`config.mk`:
```
export PLATFORM = sky130hd
export DESIGN_NAME = clock_divider_monitor
export DESIGN_NICKNAME = d
export VERILOG_FILES = /design/src/rtl/clock_divider_monitor.sv
export SDC_FILE = /design/constraint.sdc
export NUM_CORES = 1
export LEC_CHECK = 0
export BUFFER_PORTS_ARGS = -buffer_cell sky130_fd_sc_hd__buf_4
export CAP_MARGIN = 20
export CORE_ASPECT_RATIO = 0.8
export CORE_MARGIN = 3
export CORE_UTILIZATION = 50
export CTS_CLUSTER_SIZE = 40
export DETAILED_ROUTE_END_ITERATION = 6
export PLACE_DENSITY = 0.72
export SLEW_MARGIN = 20
export SYNTH_ARGS = -nofsm -noshare
export SYNTH_HDL_FRONTEND = slang
export SYNTH_SLANG_ARGS = --single-unit
```
`constraint.sdc`:
```
create_clock -name i_clk_mhz -period 2.35 [get_ports i_clk_mhz]
set_input_delay 0.47 -clock i_clk_mhz [delete_from_list [all_inputs] [get_ports i_clk_mhz]]
set_output_delay 0.47 -clock i_clk_mhz [all_outputs]
set_load 0.01 [all_outputs]
```
`src/rtl/clock_divider_monitor.sv`:
```
// Source-domain observer for a divided clock/reset pair: edge clock-enable strobes,
// half-period measurement, lock tracking and reset-sequence fault detection.
module clock_divider_monitor #(
  parameter int unsigned par_clk_divisor = 1000,
  parameter int unsigned par_tolerance   = 2,
  parameter int unsigned par_lock_count  = 4,
  parameter int unsigned par_sync_stages = 2
) (
  input  logic        i_clk_mhz,
  input  logic        i_rst_mhz,
  input  logic        i_clk_div,
  input  logic        i_rst_div,
  output logic        o_rise_ce,
  output logic        o_fall_ce,
  output logic [15:0] o_half_period,
  output logic        o_locked,
  output logic        o_rst_div_done,
  output logic        o_fault
);

  localparam int unsigned CNT_W    = 16;
  localparam int unsigned CNTP_W   = CNT_W + 1;
  localparam int unsigned HALF     = par_clk_divisor / 2;
  localparam int unsigned TOL_HI   = HALF + par_tolerance;
  localparam int unsigned TOL_LO   = (HALF > par_tolerance) ? (HALF - par_tolerance) : 0;
  localparam int unsigned MASK_CYC = par_sync_stages + 1;
  localparam int unsigned MASK_W   = $clog2(MASK_CYC + 1);
  localparam int unsigned GOOD_W   = $clog2(par_lock_count + 1);

  if ((par_clk_divisor == 0) || ((par_clk_divisor % 2) != 0)) begin : g_chk_div
    $error("clock_divider_monitor: par_clk_divisor must be even and non-zero");
  end
  if (TOL_HI >= 65535) begin : g_chk_tol
    $error("clock_divider_monitor: half-period plus tolerance must be below 65535");
  end
  if ((par_sync_stages < 2) || (par_sync_stages > 4)) begin : g_chk_sync
    $error("clock_divider_monitor: par_sync_stages must be 2..4");
  end
  if (par_lock_count == 0) begin : g_chk_lock
    $error("clock_divider_monitor: par_lock_count must be at least 1");
  end

  typedef enum logic [1:0] {
    ST_WAIT_EDGE = 2'd0,
    ST_MEASURE   = 2'd1,
    ST_LOCKED    = 2'd2,
    ST_FAULT     = 2'd3
  } state_e;

  state_e                     state_q, state_d;
  logic [par_sync_stages-1:0] clk_sync_q, clk_sync_d;
  logic [par_sync_stages-1:0] rst_sync_q, rst_sync_d;
  logic                       clk_prev_q, clk_prev_d;
  logic [MASK_W-1:0]          mask_cnt_q, mask_cnt_d;
  logic [CNT_W-1:0]           cnt_q, cnt_d;
  logic [GOOD_W-1:0]          good_q, good_d;
  logic                       rise_seen_q, rise_seen_d;
  logic                       to_seen_q, to_seen_d;
  logic                       rise_ce_q, rise_ce_d;
  logic                       fall_ce_q, fall_ce_d;
  logic [CNT_W-1:0]           half_period_q, half_period_d;
  logic                       locked_q, locked_d;
  logic                       rst_div_done_q, rst_div_done_d;
  logic                       fault_q, fault_d;

  logic              mask_c, clk_s_c, rst_s_c;
  logic              rise_c, fall_c, edge_c;
  logic [CNTP_W-1:0] cnt_p1_c;
  logic              in_tol_c, over_c, timeout_c, ref_c;

  // Synchronizers, masked edge detection and the strobe-to-strobe counter.
  always_comb begin
    clk_sync_d  = {clk_sync_q[par_sync_stages-2:0], i_clk_div};
    rst_sync_d  = {rst_sync_q[par_sync_stages-2:0], i_rst_div};
    clk_s_c     = clk_sync_q[par_sync_stages-1];
    rst_s_c     = rst_sync_q[par_sync_stages-1];
    clk_prev_d  = clk_s_c;
    mask_c      = (mask_cnt_q != MASK_W'(MASK_CYC));
    mask_cnt_d  = mask_c ? (mask_cnt_q + MASK_W'(1)) : mask_cnt_q;
    rise_c      = clk_s_c & ~clk_prev_q & ~mask_c;
    fall_c      = ~clk_s_c & clk_prev_q & ~mask_c;
    edge_c      = rise_c | fall_c;
    cnt_p1_c    = CNTP_W'(cnt_q) + CNTP_W'(1);
    in_tol_c    = (cnt_p1_c >= CNTP_W'(TOL_LO)) && (cnt_p1_c <= CNTP_W'(TOL_HI));
    over_c      = (cnt_p1_c > CNTP_W'(TOL_HI));
    // A timeout fires once per gap; an edge in the same cycle takes priority.
    timeout_c   = ~edge_c & over_c & ~to_seen_q;
    to_seen_d   = ~edge_c & (to_seen_q | over_c);
    ref_c       = (state_q == ST_MEASURE) || (state_q == ST_LOCKED);
    rise_seen_d = rise_seen_q | rise_c;
    cnt_d       = edge_c ? '0 : ((&cnt_q) ? cnt_q : (cnt_q + CNT_W'(1)));
  end

  always_ff @(posedge i_clk_mhz) begin
    if (i_rst_mhz) begin
      state_q <= ST_WAIT_EDGE;
    end else begin
      state_q <= state_d;
    end
  end

  // Next-state and good-count update.
  always_comb begin
    state_d = state_q;
    good_d  = good_q;
    case (state_q)
      ST_WAIT_EDGE: begin
        if (edge_c) begin
          state_d = ST_MEASURE;
          good_d  = '0;
        end
      end
      ST_MEASURE: begin
        if (edge_c && in_tol_c) begin
          good_d = good_q + GOOD_W'(1);
          if (good_d == GOOD_W'(par_lock_count)) begin
            state_d = ST_LOCKED;
          end
        end else if (edge_c || timeout_c) begin
          good_d = '0;
        end
      end
      ST_LOCKED: begin
        if ((edge_c && !in_tol_c) || timeout_c) begin
          state_d = ST_FAULT;
        end
      end
      ST_FAULT: begin
        if (edge_c) begin
          state_d = ST_MEASURE;
          good_d  = '0;
        end
      end
      default: begin
        state_d = ST_WAIT_EDGE;
        good_d  = '0;
      end
    endcase
  end

  // Registered outputs; the half-period load rides in the same update as the strobe.
  always_comb begin
    rise_ce_d     = rise_c;
    fall_ce_d     = fall_c;
    half_period_d = half_period_q;
    if (edge_c && ref_c) begin
      half_period_d = cnt_p1_c[CNTP_W-1] ? '1 : cnt_p1_c[CNT_W-1:0];
    end
    locked_d       = (state_d == ST_LOCKED);
    rst_div_done_d = rst_div_done_q | (~rst_s_c & rise_seen_q);
    fault_d        = fault_q
                   | ((state_q == ST_LOCKED) && (state_d == ST_FAULT))
                   | (~rst_s_c & ~rise_seen_q);
  end

  always_ff @(posedge i_clk_mhz) begin
    if (i_rst_mhz) begin
      clk_sync_q     <= '0;
      rst_sync_q     <= '1;
      clk_prev_q     <= 1'b0;
      mask_cnt_q     <= '0;
      cnt_q          <= '0;
      good_q         <= '0;
      rise_seen_q    <= 1'b0;
      to_seen_q      <= 1'b0;
      rise_ce_q      <= 1'b0;
      fall_ce_q      <= 1'b0;
      half_period_q  <= '0;
      locked_q       <= 1'b0;
      rst_div_done_q <= 1'b0;
      fault_q        <= 1'b0;
    end else begin
      clk_sync_q     <= clk_sync_d;
      rst_sync_q     <= rst_sync_d;
      clk_prev_q     <= clk_prev_d;
      mask_cnt_q     <= mask_cnt_d;
      cnt_q          <= cnt_d;
      good_q         <= good_d;
      rise_seen_q    <= rise_seen_d;
      to_seen_q      <= to_seen_d;
      rise_ce_q      <= rise_ce_d;
      fall_ce_q      <= fall_ce_d;
      half_period_q  <= half_period_d;
      locked_q       <= locked_d;
      rst_div_done_q <= rst_div_done_d;
      fault_q        <= fault_d;
    end
  end

  assign o_rise_ce      = rise_ce_q;
  assign o_fall_ce      = fall_ce_q;
  assign o_half_period  = half_period_q;
  assign o_locked       = locked_q;
  assign o_rst_div_done = rst_div_done_q;
  assign o_fault        = fault_q;

endmodule

```
* After elaboration in Yosys (flattened, before gate mapping)
Cells that the tools add are included.
Cells by class: equality and inequality tests 9, add/subtract/negate cells 4, muxes and demuxes 10, reduce and logical (&&, ||, !) cells 15, $lt $le $gt $ge 3, bitwise operators 22
Operators by type and width (count):
- 16-bit by 1-bit adder with 17-bit output (second input constant) | 1
- 17-bit by 9-bit >= comparator with 1-bit output (second input constant) | 1
- 17-bit by 9-bit > comparator with 1-bit output (second input constant) | 1
- 17-bit by 9-bit <= comparator with 1-bit output (second input constant) | 1
- 16-bit by 1-bit adder with 16-bit output (second input constant) | 1
- 16-bit 2-to-1 mux | 1
- 16-bit AND reduction | 1
- 1-bit AND | 9
- 3-bit 2-to-1 mux | 3
- 2-bit == test (second input constant) | 4
- 2-bit 2-to-1 mux | 4
- 1-bit inverter | 7
- 1-bit bitwise OR | 6
- 2-bit case mux with 3 select lines | 1
- 3-bit case mux with 2 select lines | 1
- 1-bit logical AND | 5
- 2-bit OR reduction | 2
- 3-bit by 1-bit adder with 3-bit output (second input constant) | 1
- 3-bit == test (second input constant) | 1
- 1-bit logical OR | 3
- 3-bit by 1-bit != test with 1-bit output (second input constant) | 1
- 3-bit AND reduction | 1
- 2-bit by 1-bit adder with 2-bit output (second input constant) | 1
- 2-bit by 1-bit == test with 1-bit output (second input constant) | 1
- other kinds (5) | 5
Storage, ports and cells: word-level logic and storage cells 78, output and inout bits 21, register bits after elaboration 51

* Logic depth before layout (Yosys ltp)
Gate-level depths: netlist (run 1).
depth in word-level cells 14, gate-level depth with buffers 9, depth with buffers taken out 9

* Least setup slack after synthesis (run 1)
Ideal clock, no wire load.
kind reg2reg, from register cnt_q[1], to register fault_q (netlist: o_fault), required time 2.291 ns, cell stages (with the launch flop) 10, period minus slack after synthesis 2.387 ns, arrival time 2.328 ns, setup time 0.059 ns, path slack -0.037 ns, cell sequence dfxtp_1 ha_1 buf_2 and4_4 nand2_1 o311ai_2 nand4b_1 or3_1 a31oi_2 a41o_1
Between the ends: word-level cells in the longest chain between the ends 12, elaborated cells between the ends (all ways) 18
Ends and longest elaborated chain:
- from (decl) | RTL line 55 | logic [CNT_W-1:0] cnt_q, cnt_d;
- from (signal assigned) | RTL line 177 | cnt_q <= cnt_d;
- 16-bit by 1-bit adder with 17-bit output (*) | RTL line 83 | cnt_p1_c = CNTP_W'(cnt_q) + CNTP_W'(1);
- 17-bit by 9-bit >= comparator with 1-bit output or 17-bit by 9-bit <= comparator with 1-bit output (tied branches) | RTL line 84 | in_tol_c = (cnt_p1_c >= CNTP_W'(TOL_LO)) && (cnt_p1_c <= CNTP_W'(TOL_HI));
- 1-bit logical AND | RTL line 84
- 1-bit logical NOT | RTL line 124 | if ((edge_c && !in_tol_c) || timeout_c) begin
- 1-bit logical AND | RTL line 124
- 1-bit logical OR | RTL line 124
- 2-bit 2-to-1 mux | RTL line 124
- 2-bit case mux with 3 select lines (*) | RTL line 106 | case (state_q)
- 2-bit == test (*) | RTL line 152 | | ((state_q == ST_LOCKED) && (state_d == ST_FAULT))
- 1-bit logical AND (*) | RTL line 152
- 1-bit bitwise OR (*) | RTL line 152
- 1-bit bitwise OR (*) | RTL line 153 | | (~rst_s_c & ~rise_seen_q);
- to (signal assigned) | RTL line 186 | fault_q <= fault_d;
- to (decl) | RTL line 64 | logic fault_q, fault_d;
Mark *: on every way between the ends. The rest lies on a longest branch, timed or not. A chain may end at the register's enable or synchronous reset.

* Final worst setup path (run 1)
from register cnt_q[0], to register fault_q (netlist: o_fault)
The elaborated chain is that of the path after synthesis.

==> results of run 1 <==
==> flip-flops by register name (all words and copies together), names as in the netlist <==
name / count
clk_prev_q: 1
clk_sync_q: 2
cnt_q: 16
good_q: 3
mask_cnt_q: 2
o_fall_ce: 1
o_fault: 1
o_half_period: 16
o_locked: 1
o_rise_ce: 1
o_rst_div_done: 1
rise_seen_q: 1
rst_sync_q: 2
state_q: 2
to_seen_q: 1
==> logic make-up (layout without fill, tap and decap cells) <==
logic type / Yosys count / count (layout)
AOI/OAI and AO/OA: 47 / 47
DFF: 51 / 51
and+or+nand+nor: 137 / 137
buffers and inverters: 23 / 58
muxes: 6 / 6
adders and majority gates: 8 / 8
xor gates and xnor gates: 14 / 14
==> area by class of cell <==
class	instances	area share
timing repair buffer	42	0.109
clock inverter	2	0.0127
sequential	51	0.348
multi-input combinational	212	0.470
inverter	9	0.0114
clock buffer	5	0.0233
tap	60	0.0254
==> repair_timing <==
item,CTS,global route
gates resized for setup,1,13
hold buffers,0,0
hold endpoints to repair,0,0
setup buffers,1,1
pin swaps,1,3
setup endpoints to repair,2,8
==> critical path: cells and delay by family (launching register included) <==
kind	cells	cell delay [ns]
buffers and inverters	2	0.33
adders and majority gates	1	0.29
and+or+nand+nor	4	0.66
DFF	1	0.37
AOI/OAI and AO/OA	3	0.65
==> final timing paths <==
path                  from            end  slack [ns]
max               cnt_q[0]        o_fault       0.002
min              i_rst_div  rst_sync_q[0]        0.35
max reg2reg       cnt_q[0]        o_fault       0.002
min reg2reg  rst_sync_q[0]  rst_sync_q[1]        0.42
==> through the flow <==
| step | hold slack [ns] | instance area, um2 | std cells | setup slack, ns |
|---|---|---|---|---|
| after floorplan | 0.389 | 2450 | 286 | 0.0393 |
| after global placement | 0.392 | 2760 | 372 | 0.0542 |
| after detailed placement | 0.404 | 2760 | 372 | 0.00890 |
| after CTS | 0.352 | 2890 | 380 | 0.0105 |
| after global routing | 0.346 | 2960 | 381 | -0.0661 |
| final | 0.354 | 2960 | 381 | 0.00237 |
==> routing by layer <==
metal  up-vias  share of wire  wire [um]  track usage
li1       1062              -          -            -
met1       948           0.49       2640        0.271
met2        55           0.42       2240        0.296
met3        11          0.070        373       0.0475
met4         0          0.015         78       0.0723
met5         -              0          0            0
==> layout by cell type, fill, tap and decap left out, drive strengths merged, types with 6 or more instances in the layout <==
master and n:
inv 9, dfxtp 51, xor2 7, nand3 8, xnor2 7, nand2b 7
mux2i 6, or2 6, nor2 61, buf 42, nand2 20, ha 8
a211oi 11, a21oi 9
==> power by group through the flow <==
| stage | clock [mW] | combinational [mW] | sequential, mW |
|---|---|---|---|
| floorplan | 0 | 0.0837 | 0.914 |
| global placement | 0 | 0.122 | 0.916 |
| detailed placement | 0 | 0.123 | 0.917 |
| CTS | 0.597 | 0.132 | 0.896 |
| global route | 0.640 | 0.160 | 0.901 |
| finish | 0.592 | 0.145 | 0.898 |
==> reports/results.tsv, run 1 <==
stage	metric	value	unit
global_route	total track usage	0.195	
cts	CTS sink cnt	51	
sta	Setup violations, final	0	
yosys	main combinational cell family by area after synthesis	simple AND/OR/NAND/NOR gates	
global_route	grt total ovfl	0	
yosys	count of cell types in the netlist	49	
worst_setup_path	critical path launch point type	register	
final_layout	footprint of the multi-input gates	0.00139	mm2
final_layout	Synth-to-Final Area Change	20.9	%
die	die height	68.5	um
routing	Final ANT Viol Nets	0	
sta	Worst-Margin Slew	0.709	ns
final_layout	Antenna diodes	0	
global_route	largest net degree at the start of global routing	35	
yosys	asr flop ratio synth	0	
yosys	Yosys reg bits	51	
min_path	HP Class	in2reg	
power_and_ir_drop	combinational cell fraction of total power	0.089	
min_path	worst hold path cell count	2	
yosys	Seq/Total Area, Yosys	0.418	
worst_setup_path	Crit Path Max Fanout	7	
routing	Residual DRC	0	
power_and_ir_drop	VDD IR max	0.318	mV
cts	CTS max path bufs	2	
worst_setup_path	Crit path arrival time	2.60	ns
outcome	status	complete, no violations	
yosys	cell area after synthesis	0.00244	mm2
yosys	ranking of synthesized cells by area	dfxtp_1, nor2_1, ha_1	
sta	Fin Setup TNS	0	ns
final_layout	Core Util, Final	0.636	
yosys	Ys Warns	0	
routing	initial DRC count	108	
yosys	Post-synth EDFFs	0	
final_layout	nets	333	
worst_setup_path	max incr delay on CP	0.37	ns
sta	Setup Skew	0.00829	ns
yosys	Synth top cells by count	nor2_1, dfxtp_1, nand2_1	
power_and_ir_drop	power per cell area	553	mW/mm2
power_and_ir_drop	clock power share	0.362	
global_route	vias in the first global route	1866	
placement	routability cong.	0.827	
routing	DRT Wirelength	5340	um
worst_setup_path	worst reg2reg path depth	10	
power_and_ir_drop	cell internal pwr	1.26	mW
power_and_ir_drop	Leakage	1.16	nW
sta	Worst slew margin	0.528	
yosys	most frequent cell after synthesis	nor2_1	
die	Core ar.	0.00465	mm2
power_and_ir_drop	P_sw	0.372	mW
placement	port bufs	24	
power_and_ir_drop	switching share of power	0.227	
worst_setup_path	CP Data Required Time	2.60	ns
routing	Via density	5.45	
yosys	post-synth top area cell	dfxtp_1	
global_route	first-pass GRT wire length	8920	um
die	die width	84.2	um
sta	post-route minimum period	2.35	ns
yosys	Post-Synth Adder-Cell Area	0.0409	
cts	Clock Latency Late Sink	0.30	ns
worst_setup_path	critical path class	reg2reg	
routing	WL/cell	14.0	um
routing	first-pass iteration count of the detailed router	4	
worst_setup_path	Critical Path End Type	register	
sta	Highest Clock Rate	426	MHz
final_layout	filler cell count	409	
cts	CTS Buf Count	5	
yosys	Cells after Synth	286	
power_and_ir_drop	Flop pwr share	0.549	
yosys	top cell type's share of synthesized area	0.418	
die	Ports	25	
routing	vias post-DR	2076	
sta	final-report hold violation count	0	
sta	period utilization	0.999	
yosys	Synth Area in XOR/XNOR	0.0502	
yosys	Mapped Avg Cell Area	8.55	um2
final_layout	Seq. cell area	0.00103	mm2
placement	dpl hpwl	3790	um
yosys	mux cell area share after synthesis	0.0246	
final_layout	layout cells sized above 1	0.221	
power_and_ir_drop	total power	1.63	mW
sta	unrepaired setup endpoints after global routing	yes	
yosys	Synth Area in Compound Gates	0.150	
cts	H-tree Lvls	2	
sta	max-slew violations	0	
die	Starting Density	0.526	
cts	CTS root buffer	clkbuf_8	
die	DIE AREA	0.00577	mm2
yosys	syn nets	298	
worst_setup_path	crit path max-delay cell type	dfxtp_4	
cts	CTS tree	built	
worst_setup_path	worst path cell trace	buf_6 > ha_4 > nor3b_2 > or2_0 > a222oi_1 > buf_4 > nand3_2 > or3_4 > a31oi_4 > a41o_1	
die	row count	22	
yosys	post-synthesis simple-gate area fraction	0.278	
cts	clock-pin slew on the worst setup and hold paths	0.09	ns
global_route	initial antenna violation count	0	
job	maxcap violations	0	
yosys	Synth Flop Type	dfxtp_1	
No activity file was read; power rests on OpenSTA's default activity.
==> run 2, diff against run 1 <==
--- a/config.mk
+++ b/config.mk
@@ -7,12 +7,13 @@
 export LEC_CHECK = 0
 export BUFFER_PORTS_ARGS = -buffer_cell sky130_fd_sc_hd__buf_4
 export CAP_MARGIN = 20
+export CELL_PAD_IN_SITES_DETAIL_PLACEMENT = 1
+export CELL_PAD_IN_SITES_GLOBAL_PLACEMENT = 1
 export CORE_ASPECT_RATIO = 0.8
 export CORE_MARGIN = 3
-export CORE_UTILIZATION = 50
-export CTS_CLUSTER_SIZE = 40
+export CORE_UTILIZATION = 40
 export DETAILED_ROUTE_END_ITERATION = 6
-export PLACE_DENSITY = 0.72
+export PLACE_DENSITY_LB_ADDON = 0.1
 export SLEW_MARGIN = 20
 export SYNTH_ARGS = -nofsm -noshare
 export SYNTH_HDL_FRONTEND = slang
==> run 2 against run 1 <==
- the flow now finishes with violations (setup timing)
- clock-buffer cell count unchanged
- total power shrank 1.9%
- critical path depth did not move
- via count up 5.4%
==> reports/results.tsv, run 2 (synthesis gave the netlist of run 1 again) <==
stage	metric	value	unit
routing	Via density	5.29	
die	Ports	25	
sta	Highest Clock Rate	418	MHz
cts	Clock Latency Late Sink	0.31	ns
placement	placed instance count	397	
global_route	total track usage	0.185	
sta	unrepaired setup endpoints after global routing	yes	
sta	Setup violations, final	3	
cts	CTS root buffer	clkbuf_8	
die	Core ar.	0.00568	mm2
placement	dpl hpwl	4740	um
global_route	vias in the first global route	2148	
cts	CTS sink cnt	51	
min_path	HP Class	in2reg	
cts	clock-pin slew on the worst setup and hold paths	0.11	ns
worst_setup_path	CP startpoint	cnt_q[0]	
worst_setup_path	RR Endpoint	o_fault	
sta	Worst-Margin Slew	0.406	ns
worst_setup_path	max incr delay on CP	0.37	ns
sta	post-route minimum period	2.39	ns
sta	Worst slew margin	0.729	
placement	port bufs	24	
worst_setup_path	critical path class	reg2reg	
worst_setup_path	worst path cell trace	buf_8 > ha_4 > nor3b_1 > or2_0 > a222oi_1 > buf_4 > nand3_2 > or3_4 > a31oi_4 > a41o_1	
final_layout	Antenna diodes	0	
routing	WL/cell	16.1	um
final_layout	nets	347	
sta	max-slew violations	0	
die	die height	75.9	um
final_layout	Seq. cell area	0.00103	mm2
outcome	failing checks	setup timing	
worst_setup_path	Crit path buffers/inverters	2	
final_layout	most common cell after layout, fill and taps aside	nor2_1	
die	row count	24	
die	Starting Density	0.431	
worst_setup_path	Crit path arrival time	2.64	ns
worst_setup_path	worst reg2reg path depth	10	
final_layout	Finished Layout Cells	414	
final_layout	layout cells sized above 1	0.286	
routing	vias post-DR	2188	
final_layout	Synth-to-Final Area Change	27.3	%
routing	initial DRC count	64	
worst_setup_path	Top delay family on crit path	compound AO/OA/AOI/OAI gates	
routing	Final ANT Viol Nets	0	
routing	first-pass iteration count of the detailed router	4	
outcome	status	finished, violations left	
final_layout	filler cell count	666	
job	maxcap violations	0	
routing	DRT Wirelength	6670	um
worst_setup_path	reg2reg start	cnt_q[0]	
power_and_ir_drop	total power	1.60	mW
cts	CTS max path bufs	2	
sta	setup slack after layout	-0.0425	ns
global_route	largest net degree at the start of global routing	35	
sta	final-report hold violation count	0	
die	die width	93.4	um
cts	CTS tree	built	
worst_setup_path	crit path to	o_fault	
sta	period utilization	1.02	
worst_setup_path	critical path launch point type	register	
placement	routability cong.	0.859	
global_route	grt total ovfl	0	
die	DIE AREA	0.00709	mm2
worst_setup_path	Crit Path Max Fanout	6	
worst_setup_path	critical path depth in cells	10	
final_layout	most frequent cells in the layout	nor2_1, buf_4, dfxtp_1	
cts	CTS Buf Count	5	
power_and_ir_drop	VDD IR max	0.279	mV
global_route	first-pass GRT wire length	10700	um
cts	cts hold-fix bufs	0	
placement	DP Worst Slack	-0.0664	ns
routing	Residual DRC	0	
worst_setup_path	CP Data Required Time	2.60	ns
power_and_ir_drop	power per cell area	515	mW/mm2
worst_setup_path	Critical Path End Type	register	
final_layout	footprint of the multi-input gates	0.00142	mm2
cts	H-tree Lvls	2	
global_route	initial antenna violation count	0	
sta	Setup Skew	0.0124	ns
sta	Fin Setup TNS	-0.0715	ns
worst_setup_path	crit path max-delay cell type	dfxtp_4	
power_and_ir_drop	Leakage	1.24	nW
worst_setup_path	r2r setup slk	-0.04	ns
## run 2: cell count changes in the layout (fill, tap and decap cells not counted), sizes merged
cell	change
buf	+14
bufinv	-1
inv	+2
## run 2: timing repair
item                       CTS  global route
setup buffers                3             6
resized for setup            8            17
setup endpoints to repair    6             7
pin swaps                    4             5
## run 2: power by group
group          leakage, nW  total [mW]  internal (mW)  switching [mW]
sequential           0.416       0.901          0.883          0.0176
clock               0.0467       0.538          0.221           0.317
combinational        0.778       0.164         0.0790          0.0848
total                 1.24        1.60           1.18           0.419
## run 2: layout make-up
| type | count | share of cell area |
|---|---|---|
| timing repair buffer | 56 | 0.140 |
| clock inverter | 3 | 0.00884 |
| tap | 78 | 0.0314 |
| clock buffer | 5 | 0.0221 |
| multi-input combinational | 212 | 0.455 |
| inverter | 9 | 0.0109 |
| sequential | 51 | 0.332 |
## run 2: worst min-delay path by stage
stage	from	to	slack, ns	depth (start not counted)
after floorplan	rst_sync_q[0]	rst_sync_q[1]	0.39	1
after global placement	rst_sync_q[0]	rst_sync_q[1]	0.39	1
after detailed placement	rst_sync_q[0]	rst_sync_q[1]	0.40	1
after CTS	i_rst_div	rst_sync_q[0]	0.33	2
after global routing	i_rst_div	rst_sync_q[0]	0.32	2
final	i_rst_div	rst_sync_q[0]	0.33	2
## run 2: routing by layer
metal,track usage,up-vias,routed length (um)
met3,0.0396,2,298
met2,0.303,31,3130
met5,0,-,0
met4,0.0264,0,21
met1,0.256,1063,3210
li1,-,1092,-
## run 2: stage by stage
stage	utilization	hold WS, ns	cell area (um2)
2_1_floorplan	-	0.389	2450
3_3_place_gp	0.500	0.393	2840
3_5_place_dp	0.500	0.400	2840
4_1_cts	0.527	0.332	2990
5_1_grt	0.549	0.323	3110
6_report	0.549	0.335	3110
